==> config.mk <==
export PLATFORM = sky130hd
export DESIGN_NAME = chunked_adder
export DESIGN_NICKNAME = d
export VERILOG_FILES = /design/src/rtl/chunked_adder.sv
export SDC_FILE = /design/constraint.sdc
export NUM_CORES = 1
export LEC_CHECK = 0
export ABC_AREA = 0
export ABC_CLOCK_PERIOD_IN_PS = 3400
export BUFFER_PORTS_ARGS = -buffer_cell sky130_fd_sc_hd__clkbuf_2
export CAP_MARGIN = 20
export CORE_UTILIZATION = 54
export DETAILED_ROUTE_END_ITERATION = 16
export PLACE_DENSITY = 0.79
export SLEW_MARGIN = 20
export SYNTH_ARGS = -nofsm -noshare
export SYNTH_HDL_FRONTEND = slang
export SYNTH_SLANG_ARGS = --single-unit
==> constraint.sdc <==
create_clock -name clk -period 3.4 [get_ports clk]
set_input_delay 0.34 -clock clk [delete_from_list [all_inputs] [get_ports clk]]
set_output_delay 0.34 -clock clk [all_outputs]
set_load 0.01 [all_outputs]
==> src/rtl/chunked_adder.sv <==
// chunked_adder: multi-cycle adder that sums WIDTH-bit operands CHUNK bits per
// clock edge, with a valid/ready handshake on the input and the output.
//
// Parameters
//   WIDTH  operand and sum width in bits
//   CHUNK  bits added per cycle; WIDTH must be an integer multiple of CHUNK
//
// Ports
//   clk        single clock, rising edge
//   rst        asynchronous, active-high reset
//   in_valid   operands presented
//   in_ready   block can accept operands (high only in IDLE)
//   a, b       unsigned operands
//   cin        carry-in to bit 0
//   out_valid  result available (high only in DONE)
//   out_ready  consumer takes the result
//   sum        registered result bits
//   cout       registered carry-out of bit WIDTH-1
//   sub        (only with CHUNKED_ADDER_SUB_EN) subtract: A + ~B + 1, cin ignored
//
// Configuration
//   CHUNKED_ADDER_SUB_EN  when defined, adds the sub port and subtract mode.
//
// Operation: a capture edge in IDLE moves to BUSY; each BUSY edge adds one
// chunk (least significant first) and the N-th BUSY edge enters DONE, so
// out_valid rises N = WIDTH/CHUNK edges after capture. DONE holds the result
// until out_ready, then returns to IDLE (one operation per N+2 cycles).

module chunked_adder #(
  parameter int unsigned WIDTH = 16,
  parameter int unsigned CHUNK = 4
) (
  input  logic             clk,
  input  logic             rst,
  input  logic             in_valid,
  output logic             in_ready,
  input  logic [WIDTH-1:0] a,
  input  logic [WIDTH-1:0] b,
  input  logic             cin,
  output logic             out_valid,
  input  logic             out_ready,
  output logic [WIDTH-1:0] sum,
  output logic             cout
`ifdef CHUNKED_ADDER_SUB_EN
  ,
  input  logic             sub
`endif
);

  localparam int unsigned N  = WIDTH / CHUNK;
  localparam int unsigned KW = (N > 1) ? $clog2(N) : 1;

  typedef enum logic [1:0] {
    IDLE = 2'd0,
    BUSY = 2'd1,
    DONE = 2'd2
  } state_t;

  state_t state_q, state_nxt;

  logic [WIDTH-1:0] a_q, b_q;
  logic             carry_q;
  logic [KW-1:0]    k_q;

  logic             capture;
  logic             step;
  logic             last;
  logic [CHUNK-1:0] a_chunk, b_chunk;
  logic [CHUNK:0]   chunk_add;
  logic [WIDTH-1:0] sum_nxt;
  logic [WIDTH-1:0] b_eff;
  logic             carry_init;

  // Operand B and initial carry as seen by the adder (subtract inverts B, carry 1)
`ifdef CHUNKED_ADDER_SUB_EN
  always_comb begin
    b_eff      = sub ? ~b : b;
    carry_init = sub ? 1'b1 : cin;
  end
`else
  always_comb begin
    b_eff      = b;
    carry_init = cin;
  end
`endif

  // Next-state and control strobes
  always_comb begin
    state_nxt = state_q;
    capture   = 1'b0;
    step      = 1'b0;
    last      = 1'b0;
    unique case (state_q)
      IDLE: begin
        if (in_valid) begin
          capture   = 1'b1;
          state_nxt = BUSY;
        end
      end
      BUSY: begin
        step = 1'b1;
        if (k_q == KW'(N - 1)) begin
          last      = 1'b1;
          state_nxt = DONE;
        end
      end
      DONE: begin
        if (out_ready) begin
          state_nxt = IDLE;
        end
      end
      default: state_nxt = IDLE;
    endcase
  end

  // State register; handshake flags are registered copies of the state decode
  always_ff @(posedge clk or posedge rst) begin
    if (rst) begin
      state_q   <= IDLE;
      in_ready  <= 1'b1;
      out_valid <= 1'b0;
    end else begin
      state_q   <= state_nxt;
      in_ready  <= (state_nxt == IDLE);
      out_valid <= (state_nxt == DONE);
    end
  end

  // Select chunk k of the captured operands and add it with the stored carry
  always_comb begin
    a_chunk = '0;
    b_chunk = '0;
    for (int unsigned i = 0; i < N; i++) begin
      if (k_q == KW'(i)) begin
        a_chunk = a_q[i*CHUNK +: CHUNK];
        b_chunk = b_q[i*CHUNK +: CHUNK];
      end
    end
    chunk_add = (CHUNK+1)'(a_chunk) + (CHUNK+1)'(b_chunk) + (CHUNK+1)'(carry_q);
  end

  // Merge the chunk result into its slot of the sum
  always_comb begin
    sum_nxt = sum;
    for (int unsigned i = 0; i < N; i++) begin
      if (k_q == KW'(i)) begin
        sum_nxt[i*CHUNK +: CHUNK] = chunk_add[CHUNK-1:0];
      end
    end
  end

  // Datapath: operand capture, per-chunk accumulation, final carry
  always_ff @(posedge clk or posedge rst) begin
    if (rst) begin
      a_q     <= '0;
      b_q     <= '0;
      carry_q <= 1'b0;
      k_q     <= '0;
      sum     <= '0;
      cout    <= 1'b0;
    end else if (capture) begin
      a_q     <= a;
      b_q     <= b_eff;
      carry_q <= carry_init;
      k_q     <= '0;
    end else if (step) begin
      sum     <= sum_nxt;
      carry_q <= chunk_add[CHUNK];
      if (last) begin
        cout <= chunk_add[CHUNK];
        k_q  <= '0;
      end else begin
        k_q <= k_q + KW'(1);
      end
    end
  end

endmodule

## Word level (Yosys, flattened, before mapping)

Index checks and enable logic that the tools add are counted.

| operators by class | value |
|---|---|
| reductions and logical operators | 9 |
| bitwise operators | 1 |
| add/sub/neg operators | 3 |
| multiplexer cells | 22 |
| eq/ne operators | 6 |

Operators by type and width:

| operator | number |
|---|---|
| two-way mux 4 bit | 8 |
| AND reduction 3 bit | 5 |
| two-way mux 2 bit | 6 |
| equality test 2 bit (second input constant) | 4 |
| two-way mux 1 bit | 7 |
| zero test 2 bit | 3 |
| one-hot mux 2 bit (3 select lines) | 1 |
| adder 4 x 4 -> 5 bit | 1 |
| adder 5 x 1 -> 5 bit | 1 |
| equality test 2 x 1 -> 1 bit (second input constant) | 2 |
| adder 2 x 1 -> 2 bit (second input constant) | 1 |
| nonzero test 2 bit | 1 |
| inverter 1 bit | 1 |

| word-level totals | value |
|---|---|
| word-level logic and storage cells | 53 |
| bits of input ports | 37 |
| bits in registers | 56 |

## Depth between registers and ports, before layout

Gate-level depths: netlist of run 1.

| logic depth | value |
|---|---|
| depth after elaboration | 9 |
| depth in mapped cells | 11 |

## Worst setup path after synthesis of run 1

OpenSTA, ideal clock, no wires.

| timing path | value |
|---|---|
| path type | reg2reg |
| start point | register k_q[0] |
| end point | register carry_q |
| required time | 3,263 ps |
| arrival | 2,554 ps |
| cell stages (with the launch flop) | 12 |
| library setup time | 137 ps |
| setup slack | 709 ps |
| path through | dfrtp_1 -> inv_1 -> ha_1 -> nor2b_1 -> clkbuf_1 -> a221oi_1 -> o31ai_1 -> fa_1 -> fa_1 -> a21o_1 -> a21oi_1 -> o221ai_1 |

| on the way | value |
|---|---|
| cells in the longest elaborated chain, start to end | 9 |

Ends and longest elaborated chain:

| element | line | RTL |
|---|---|---|
| from (decl) | 63 | `logic [KW-1:0] k_q;` |
| from (signal assigned) | 173 | `k_q <= k_q + KW'(1);` |
| zero test 2 bit | 134 | `if (k_q == KW'(i)) begin` |
| two-way mux 4 bit (4 in series) | 134 |  |
| adder 4 x 4 -> 5 bit * | 139 | `chunk_add = (CHUNK+1)'(a_chunk) + (CHUNK+1)'(b_chunk) + (CHUNK+1)'(carry_q);` |
| adder 5 x 1 -> 5 bit * | 139 |  |
| two-way mux 1 bit * | 166 | `end else if (step) begin` |
| two-way mux 1 bit * | 161 | `end else if (capture) begin` |
| to (signal assigned) | 164 | `carry_q <= carry_init;` |
| to (signal assigned) | 168 | `carry_q <= chunk_add[CHUNK];` |
| to (decl) | 62 | `logic carry_q;` |

Mark *: on every way between the ends. The rest lies on a longest branch, timed or not. The select of a mux whose other input is x is not followed.
A chain may end at the register's enable or synchronous reset.

## Final worst setup path of run 1

| timing path | value |
|---|---|
| start point | register k_q[0] |
| end point | register sum[11] |

| on the way | value |
|---|---|
| cells in the longest elaborated chain, start to end | 7 |

Ends and longest elaborated chain:

| element | line | RTL |
|---|---|---|
| zero test 2 bit | 134 |  |
| two-way mux 4 bit (4 in series) | 134 |  |
| adder 4 x 4 -> 5 bit | 139 |  |
| adder 5 x 1 -> 5 bit | 139 |  |
| to (signal assigned) | 167 | `sum <= sum_nxt;` |
| to (decl) | 42 | `output logic [WIDTH-1:0] sum,` |

Parallel ways exist; a longest one is shown, timed or not.

==> results of run 1 <==
stage by stage:
step / setup slack, ns / hold WS (ns) / instances
global placement: 0.4906 / 0.4627 / 300
finish: 0.3657 / 0.06967 / 309
CTS: 0.3681 / 0.09111 / 309
detailed placement: 0.3846 / 0.4264 / 301
global route: 0.1145 / 0.1189 / 309
floorplan: 0.7089 / 0.4568 / 200
cells in the final DEF (no fill, tap or decap), drive strengths merged, types with 4 or more instances in the layout:
cell / n
dfrtp: 55
nor2b: 8
nand2: 23
buf: 4
nand3b: 4
ha: 7
clkbuf: 61
mux2: 39
inv: 6
a221oi: 7
o31ai: 12
o21ai: 7
logic make-up (layout without fill, tap and decap cells):
logic type,after synthesis,after routing,synth area share [%]
flops,56,56,54.82
mux,40,40,17.55
fa+ha+maj,9,9,4.988
simple gates,42,42,8.558
buf+inv,16,73,3.618
compound gates,36,36,10.12
xor+xnor,1,1,0.3424
flip-flops by register name (all words and copies together) (netlist names):
name / flops
out_valid: 1
sum: 16
carry_q: 1
a_q: 16
b_q: 16
k_q: 2
in_ready: 1
cout: 1
state_q: 2
report_power, final:
part	leakage (nW)	total (mW)	switching (mW)	internal [mW]
Clock	0.0552	0.428	0.209	0.219
Combinational	0.682	1.58	0.808	0.771
Sequential	0.673	1.23	0.215	1.01
Total	1.41	3.23	1.23	2.00
final cells by class:
| type | instances | share of cell area [%] |
|---|---|---|
| clock inverter | 2 | 1.176 |
| inverter | 6 | 0.7560 |
| multi-input combinational | 128 | 35.70 |
| clock buffer | 6 | 2.436 |
| timing repair buffer | 59 | 10.67 |
| tap | 52 | 2.184 |
| sequential | 56 | 47.08 |
metal layers:
metal / GRT usage [%] / wire (um) / vias up
li1: - / - / 821
met1: 29.16 / 2198 / 881
met2: 35.04 / 2271 / 46
met3: 5.556 / 186 / 6
met4: 6.000 / 53 / 0
met5: 0 / 0 / -
worst paths after layout:
| path | to | slack [ns] | depth (start not counted) |
|---|---|---|---|
| hold reg to reg | sum[11] | 0.49 | 2 |
| setup / recovery | sum[11] | 0.37 | 8 |
| min in group clk | a_q[12] | 0.24 | 2 |
| max in group asynchronous | a_q[12] | 2.69 | 4 |
| hold / removal | sum[6] | 0.07 | 2 |
| setup reg to reg | sum[11] | 0.37 | 8 |
==> results.py, run 1 <==
metrics = {
    "status": {
        "status": "finished clean",
    },
    "route": {
        "drcViolationCount": 0,
        "vias": 1754,
        "wl_mm": 4.709,
        "drtPass1Iterations": 10,
        "drt-initial-drc-count": 105,
        "wl_per_cell_um": 15.24,
        "viasPerCell": 5.676,
        "route.antenna.remaining_nets": 0,
    },
    "synth": {
        "synthTopCellsByCount": "dfrtp_1, mux2_2, nand2_1",
        "synth_nets": 246,
        "synthArstFlopShare_pct": 100.0,
        "ys_top_cells_by_area": "dfrtp_1, mux2_2, o31ai_1, ha_1, nand2_1",
        "synth_edf_count": 0,
        "syn_avg_cell_area_um2": 12.79,
        "synth.most_common_cell": "dfrtp_1",
        "synth-seq-cells": 56,
        "yosysTopAreaCell": "dfrtp_1",
        "synthCells": 200,
        "synth_top_area_share_pct": 53.79,
        "syn_area_mm2": 0.002559,
        "synth_seq_area_share_pct": 54.82,
        "yosys_warnings": 0,
        "synthFlopType": "dfrtp_1",
        "yosysUniqueCellTypes": 34,
    },
    "timing": {
        "rsz0062_at_grt": "no",
        "setup_violations": 0,
        "min_period_ns": 3.034,
        "fin_crit_sh_pct": 89.24,
        "tightestPinTransition_ns": 0.6230,
        "slew_violations": 0,
        "fin_tns_setup_ns": 0,
        "clock-skew-final_ns": 0.004856,
        "max_freq_mhz": 329.6,
        "slew_headroom_pct": 58.47,
        "finalHoldViolCount": 0,
    },
    "cells_and_area": {
        "num_antenna_cells": 0,
        "fillers": 367,
        "layout-drive-gt1-share_pct": 40.47,
        "fin_util_pct": 67.03,
        "register_area_mm2": 0.001403,
        "area_growth_pct": 16.43,
        "stdcell_area_mm2": 0.002979,
        "multiInputGateArea_mm2": 0.001064,
        "fin_nets": 302,
    },
    "power_and_ir_drop": {
        "max-vdd-ir-drop_uv": 472.0,
        "total_leakage_power_nw": 1.410,
        "powerDensity_mw_per_mm2": 1086,
        "power_mw": 3.234,
    },
    "floorplanning": {
        "fp.dieW_um": 70.84,
        "rows": 24,
        "core_mm2": 0.004444,
        "die-area_mm2": 0.005018,
        "ios": 56,
        "initial_core_util_pct": 57.57,
        "die_y_um": 70.84,
    },
    "global_route": {
        "grt_pass1_vias": 1761,
        "grt_start_max_net_pins": 36,
        "grt_usage_pct": 21.61,
        "grt_overflow": 0,
        "grt_pass1_wl_mm": 8.328,
        "antenna_found_initial": 0,
    },
    "worst_setup_path": {
        "path_buf_inv": 0,
        "crit_start": "k_q[0]",
        "cp_slowest_stage_delay_ns": 0.52,
        "worstSetupEndpointType": "flip-flop",
        "crit_chain": "ha_1, nor2b_1, a221oi_1, o31ai_1, ha_1, and3_1, nor3_1, o31ai_1",
        "cpLargestDelayFamily": "simple AND/OR/NAND/NOR gates",
        "cp_max_fo": 11,
        "critical_path_class": "flip-flop to flip-flop",
        "cp_data_required_time_ns": 3.58,
        "crit-reg2reg-launch": "k_q[0]",
        "cpMaxStageDelayCell": "o31ai_1",
        "start_kind": "flip-flop",
        "arrival_ns": 3.22,
    },
    "place": {
        "place_congestion": 0.7992,
        "placed_area_mm2": 0.002872,
        "dp_hpwl_mm": 3.627,
        "port-buffer-count": 55,
    },
    "clock_network": {
        "cts-root-buf": "clkbuf_8",
        "post_cts_buffers": 0,
        "numCtsBuffers": 5,
        "cts_tree": "done",
        "clock_latency_ns": 0.31,
        "clkSlewWorstSetupHoldPaths_ns": 0.09,
        "cts_hold_buf": 0,
        "htreeDepth": 2,
        "cts-resized-gates": 0,
        "clk_path_buf_depth": 2,
        "cts.sinks": 56,
    },
    "job": {
        "cap_violations": 0,
    },
    "min_path": {
        "hold_path_class": "input port to asynchronous set/reset pin",
    },
}
Power figures use the tool's default switching activity.
==> run 2, diff against run 1 <==
ABC_CLOCK_PERIOD_IN_PS = 2800   (was 3400)
clock period = 2.8 ns   (was 3.4 ns; I/O delays follow)
==> run 2 against run 1 <==
Compared with the run above: the flow now finishes with violations (hold timing); final cell count rose by 0.97%; combinational power rose by 34%; count of clock-buffer cells in the layout did not move; register-to-register slack got worse by 0.27 ns.
==> results.py, run 2 (synthesis results as in run 1) <==
metrics = {
    "status": {
        "status": "finished with violations",
        "failed_checks": "hold timing",
    },
    "timing": {
        "min_period_ns": 2.703,
        "finalHoldViolCount": 1,
        "max_freq_mhz": 369.9,
        "holdWs_ns": -0.001213,
        "fin_tns_setup_ns": 0,
        "slew_headroom_pct": 62.09,
        "clock-skew-final_ns": 0.007099,
        "setup_violations": 0,
        "slew_violations": 0,
        "fin_crit_sh_pct": 96.54,
        "layout_setup_ws_ns": 0.09692,
        "tightestPinTransition_ns": 0.5678,
    },
    "power_and_ir_drop": {
        "max-vdd-ir-drop_uv": 667.0,
        "power_frac_seq_pct": 36.3,
        "clkPwrFrac_pct": 12.5,
        "combPwrFrac_pct": 51.2,
        "switchingPower_mw": 1.590,
        "power.share.switching_pct": 38.47,
        "powerDensity_mw_per_mm2": 1362,
        "internal-power_mw": 2.543,
        "total_leakage_power_nw": 1.431,
    },
    "place": {
        "place_congestion": 0.8524,
        "dpl_worst_slack_ns": -0.08244,
        "dp_hpwl_mm": 3.718,
        "port-buffer-count": 55,
    },
    "global_route": {
        "grt_usage_pct": 22.46,
        "grt_overflow": 0,
        "grt_pass1_vias": 1812,
        "grt_start_max_net_pins": 36,
        "antenna_found_initial": 0,
        "grt_pass1_wl_mm": 8.645,
    },
    "worst_setup_path": {
        "arrival_ns": 2.87,
        "path_buf_inv": 1,
        "cp_slowest_stage_delay_ns": 0.40,
        "reg2reg_depth": 10,
        "cpMaxStageDelayCell": "dfrtp_1",
        "worstSetupEndpointType": "flip-flop",
        "r2r_end": "carry_q",
        "cp_data_required_time_ns": 2.97,
        "cpMostUsedCell": "fa_2",
        "ff2ff_setup_slack_ns": 0.1,
        "cp_max_fo": 4,
        "critical_path_class": "flip-flop to flip-flop",
        "crit-reg2reg-launch": "k_q[1]",
        "crit_chain": "inv_1, ha_1, nor2b_2, a221oi_2, o31ai_2, fa_2, fa_2, a21o_1, a21oi_2, o221ai_1",
        "start_kind": "flip-flop",
        "cpLargestDelayFamily": "adder cells",
    },
    "floorplanning": {
        "core_mm2": 0.004444,
        "die-area_mm2": 0.005018,
        "rows": 24,
        "ios": 56,
        "fp.dieW_um": 70.84,
        "die_y_um": 70.84,
        "initial_core_util_pct": 57.57,
    },
    "job": {
        "cap_violations": 0,
    },
    "clock_network": {
        "cts_hold_buf": 0,
        "cts_tree": "done",
        "numCtsBuffers": 5,
        "cts-root-buf": "clkbuf_8",
        "cts.sinks": 56,
        "clkSlewWorstSetupHoldPaths_ns": 0.10,
        "clock_latency_ns": 0.31,
        "htreeDepth": 2,
        "clk_path_buf_depth": 2,
    },
    "route": {
        "drt-initial-drc-count": 77,
        "viasPerCell": 5.583,
        "route.antenna.remaining_nets": 0,
        "wl_mm": 4.961,
        "drcViolationCount": 0,
        "wl_per_cell_um": 15.90,
        "vias": 1742,
        "drtPass1Iterations": 6,
    },
    "cells_and_area": {
        "area_growth_pct": 18.63,
        "reg_top3": "a_q (16), b_q (16), sum (16)",
        "layout-drive-gt1-share_pct": 45.38,
        "layout_common_cells": "dfrtp_1, clkbuf_2, mux2_2, nand2_1, o31ai_1",
        "multiInputGateArea_mm2": 0.001110,
        "register_area_mm2": 0.001403,
        "num_antenna_cells": 0,
        "fillers": 348,
        "fin_nets": 305,
    },
    "min_path": {
        "hold_path_class": "input port to asynchronous set/reset pin",
    },
}
[run 2: cell types whose count changed in the layout (fill, tap and decap cells not counted), sizes merged]
cell  previous run  this run
buf              4         7
[run 2: worst reg2reg max path: stages (launching register included)]
cell      delay [ns]
dfrtp_1         0.40
inv_1           0.08
ha_1            0.22
nor2b_2         0.19
a221oi_2        0.31
o31ai_2         0.13
fa_2            0.39
fa_2            0.36
a21o_1          0.20
a21oi_2         0.16
o221ai_1        0.14
[run 2: area by class of cell]
type | count | share of cell area [%]
sequential | 56 | 46.21
inverter | 6 | 0.7420
clock buffer | 6 | 2.391
tap | 52 | 2.143
clock inverter | 2 | 1.154
multi-input combinational | 128 | 36.56
timing repair buffer | 62 | 10.80
[run 2: layer usage]
layer / wire length, um / global-route usage [%]
met2: 2379 / 37.71
met3: 209 / 4.843
met1: 2277 / 29.59
met4: 95 / 6.667
met5: 0 / 0
[run 2: timing repair]
action                     CTS  global route
pin swaps                    0             2
gates resized for setup      5             6
setup endpoints to repair    3            10
setup buffers                1             0
[run 2: worst max-delay path by stage]
stage                      start       to  slack, ns  cells past startpoint
after floorplan           k_q[0]  carry_q       0.11                     11
after global placement    k_q[0]  carry_q       0.07                     10
after detailed placement  k_q[0]  carry_q      -0.08                     10
after CTS                 k_q[1]  carry_q       0.04                     10
after global routing      k_q[1]  carry_q      -0.04                     10
final                     k_q[1]  carry_q        0.1                     10
[run 2: metrics by stage]
step | total power, mW | instance area, um^2 | hold slack [ns] | std cells | utilization [%]
finish | 4.133 | 3035 | -0.001213 | 312 | 68.30
global route | 4.471 | 3035 | 0.04691 | 312 | 68.30
global placement | 3.402 | 2874 | 0.3439 | 303 | 64.67
floorplan | 2.926 | 2559 | 0.3968 | 200 | -
CTS | 4.077 | 3012 | 0.01963 | 312 | 67.76
detailed placement | 3.495 | 2874 | 0.3534 | 303 | 64.67
[run 2: power groups by stage]
stage	Clock [mW]	Sequential [mW]	Combinational (mW)
floorplan	0	1.46	1.46
global placement	0	1.50	1.90
detailed placement	0	1.51	1.98
CTS	0.523	1.50	2.06
global route	0.558	1.55	2.37
finish	0.515	1.50	2.12
==> run 3, diff against run 2 <==
ABC_AREA = 1   (was 0)
==> run 3 against run 2 <==
Compared with the run above: total power decreased by 2.7%; register-to-register slack better by 0.14 ns; critical path type unchanged; routed wire length increased by 8.9%; critical endpoint is now sum[10]; utilization is 2.2 points lower; combinational power decreased by 4%; critical path depth is 1 higher; worst hold slack gained 0.16 ns; the flow now finishes without violations; flip-flop and latch count unchanged; global-route usage increased by 0.98 points; clock skew fell by 0.0013 ns; largest cell class unchanged; sequential share of layout area is 1.6 points lower.
==> results.py, run 3 <==
metrics = {
    "status": {
        "status": "finished clean",
    },
    "power_and_ir_drop": {
        "powerDensity_mw_per_mm2": 1280,
        "switchingPower_mw": 1.780,
        "power.share.switching_pct": 44.25,
        "combPwrFrac_pct": 50.7,
        "internal-power_mw": 2.243,
        "max-vdd-ir-drop_uv": 569.2,
        "power_frac_seq_pct": 35.1,
        "total_leakage_power_nw": 1.786,
        "clkPwrFrac_pct": 14.1,
    },
    "place": {
        "port-buffer-count": 55,
        "dp_hpwl_mm": 3.977,
        "place_congestion": 0.8530,
    },
    "synth": {
        "synth_edf_count": 0,
        "synthFlopType": "dfrtp_1",
        "ys_top_cells_by_area": "dfrtp_1, nand2_1, ha_1, nand3_1, inv_1",
        "synth.most_common_cell": "nand2_1",
        "synth_top_area_share_pct": 51.45,
        "synthCells": 319,
        "synthArstFlopShare_pct": 100.0,
        "synth_nets": 365,
        "yosys_warnings": 0,
        "yosysUniqueCellTypes": 23,
        "synthTopCellsByCount": "nand2_1, dfrtp_1, inv_1",
        "syn_area_mm2": 0.002675,
        "syn_avg_cell_area_um2": 8.386,
        "synth_seq_area_share_pct": 52.43,
        "yosysTopAreaCell": "dfrtp_1",
        "synth-seq-cells": 56,
    },
    "route": {
        "drcViolationCount": 0,
        "wl_mm": 5.401,
        "vias": 2150,
        "viasPerCell": 4.821,
        "drt-initial-drc-count": 109,
        "route.antenna.remaining_nets": 0,
        "drtPass1Iterations": 4,
        "wl_per_cell_um": 12.11,
    },
    "job": {
        "cap_violations": 0,
    },
    "clock_network": {
        "clk_path_buf_depth": 2,
        "clock_latency_ns": 0.31,
        "htreeDepth": 2,
        "cts_tree": "done",
        "numCtsBuffers": 5,
        "cts-root-buf": "clkbuf_8",
        "cts.sinks": 56,
        "clkSlewWorstSetupHoldPaths_ns": 0.09,
    },
    "floorplanning": {
        "fp.dieW_um": 72.39,
        "initial_core_util_pct": 56.26,
        "ios": 56,
        "die_y_um": 72.39,
        "die-area_mm2": 0.005240,
        "rows": 25,
        "core_mm2": 0.004755,
    },
    "cells_and_area": {
        "layout_common_cells": "nand2_1, dfrtp_1, clkbuf_2, inv_1, nand3_1",
        "fillers": 430,
        "area_growth_pct": 17.45,
        "reg_top3": "a_q (16), b_q (16), sum (16)",
        "fin_nets": 424,
        "layout-drive-gt1-share_pct": 24.01,
        "final_common_cell": "nand2_1",
        "num_antenna_cells": 0,
        "fin_util_pct": 66.08,
    },
    "global_route": {
        "grt_overflow": 0,
        "grt_pass1_vias": 2093,
        "grt_usage_pct": 23.44,
        "grt_pass1_wl_mm": 9.397,
        "grt_start_max_net_pins": 44,
        "antenna_found_initial": 0,
    },
    "worst_setup_path": {
        "arrival_ns": 2.77,
        "critical_path_class": "flip-flop to flip-flop",
        "cp_max_fo": 7,
        "cp_data_required_time_ns": 3.00,
        "worstSetupEndpointType": "flip-flop",
        "crit_start": "k_q[0]",
        "start_kind": "flip-flop",
        "crit-reg2reg-launch": "k_q[0]",
    },
    "timing": {
        "slew_headroom_pct": 63.45,
        "fin_crit_sh_pct": 91.57,
        "finalHoldViolCount": 0,
        "max_freq_mhz": 390.0,
        "rsz0062_at_grt": "no",
        "slew_violations": 0,
        "holdWs_ns": 0.1576,
        "fin_tns_setup_ns": 0,
        "clock-skew-final_ns": 0.005828,
        "min_period_ns": 2.564,
        "tightestPinTransition_ns": 0.5482,
        "setup_violations": 0,
    },
    "min_path": {
        "hold_path_class": "input port to flip-flop",
        "holdCritStartpoint": "a[12]",
    },
}
-- run 3: changes by cell type in the layout (fill, tap and decap cells not counted), moves of 4 or more --
cell      change
inv_2         +6
inv_1        +10
nand2_1     +142
o31ai_1       -9
nand3_1      +13
a21oi_1       +8
nand3b_1      -4
nor2b_1       -7
nor2_4        +4
a221oi_1      -5
mux2_1        -4
mux2_2       -35
o21ai_1       +5
-- run 3: cell families after synthesis --
family                     synth area share (%)
adders and majority gates                 4.771
AOI/OAI and AO/OA                         7.156
buffers and inverters                     6.408
and+or+nand+nor                           28.91
DFF                                       52.43
xor gates and xnor gates                 0.3275
-- run 3: worst max-delay path: stages (launching register included) --
cell     delay (ns)
dfrtp_1        0.44
inv_1          0.11
ha_1           0.30
buf_4          0.20
nand2_1        0.06
nand3_1        0.07
nand2_1        0.07
fa_1           0.44
fa_1           0.44
xor2_2         0.19
nand2_1        0.08
nand2_1        0.06
-- run 3: path summary, 6_finish.rpt --
| kind | endpoint | slack (ns) | depth (start not counted) |
|---|---|---|---|
| max | sum[10] | 0.24 | 11 |
| min | a_q[12] | 0.16 | 3 |
| max reg2reg | sum[10] | 0.24 | 11 |
| min reg2reg | sum[3] | 0.49 | 2 |
| max in group asynchronous | b_q[13] | 1.53 | 4 |
| min in group asynchronous | out_valid | 0.44 | 3 |
-- run 3: metal layers --
metal / vias to the layer above / track usage, % / routed length (um)
met3: 6 / 4.444 / 216
met2: 57 / 40.71 / 2608
li1: 1104 / - / -
met1: 983 / 29.77 / 2512
met4: 0 / 6.972 / 63
met5: - / 0 / 0
-- run 3: final cells by class --
cell class                 instances  area, um^2  share of cell area [%]
sequential                        56        1403                   44.64
timing repair buffer              61       322.8                   10.27
tap                               67       83.83                   2.668
inverter                          24       95.09                   3.027
clock inverter                     1       30.03                  0.9558
clock buffer                       7       96.34                   3.067
multi-input combinational        230        1111                   35.36
-- run 3: power groups by stage --
stage	logic, mW	registers (mW)	clock network, mW
6_report	2.04	1.41	0.569
3_5_place_dp	2.01	1.43	0
5_1_grt	2.35	1.46	0.609
4_1_cts	2.03	1.41	0.581
3_3_place_gp	1.95	1.42	0
2_1_floorplan	1.49	1.42	0
-- run 3: metrics by stage --
stage	setup WS, ns	area [um^2]	power [mW]	std cells
2_1_floorplan	0.4143	2675	2.909	319
3_3_place_gp	0.2339	2995	3.363	437
3_5_place_dp	0.1063	2995	3.438	437
4_1_cts	0.07725	3132	4.025	446
5_1_grt	0.02221	3142	4.416	446
6_report	0.2360	3142	4.023	446
-- run 3: repair_timing --
| action | 4_1_cts | 5_1_grt |
|---|---|---|
| hold buffers | 1 | 0 |
| endpoints found under the hold margin | 12 | 0 |
| endpoints found under the setup margin | 0 | 8 |
| gates resized for setup | 0 | 2 |
| buffers inserted | 0 | 0 |
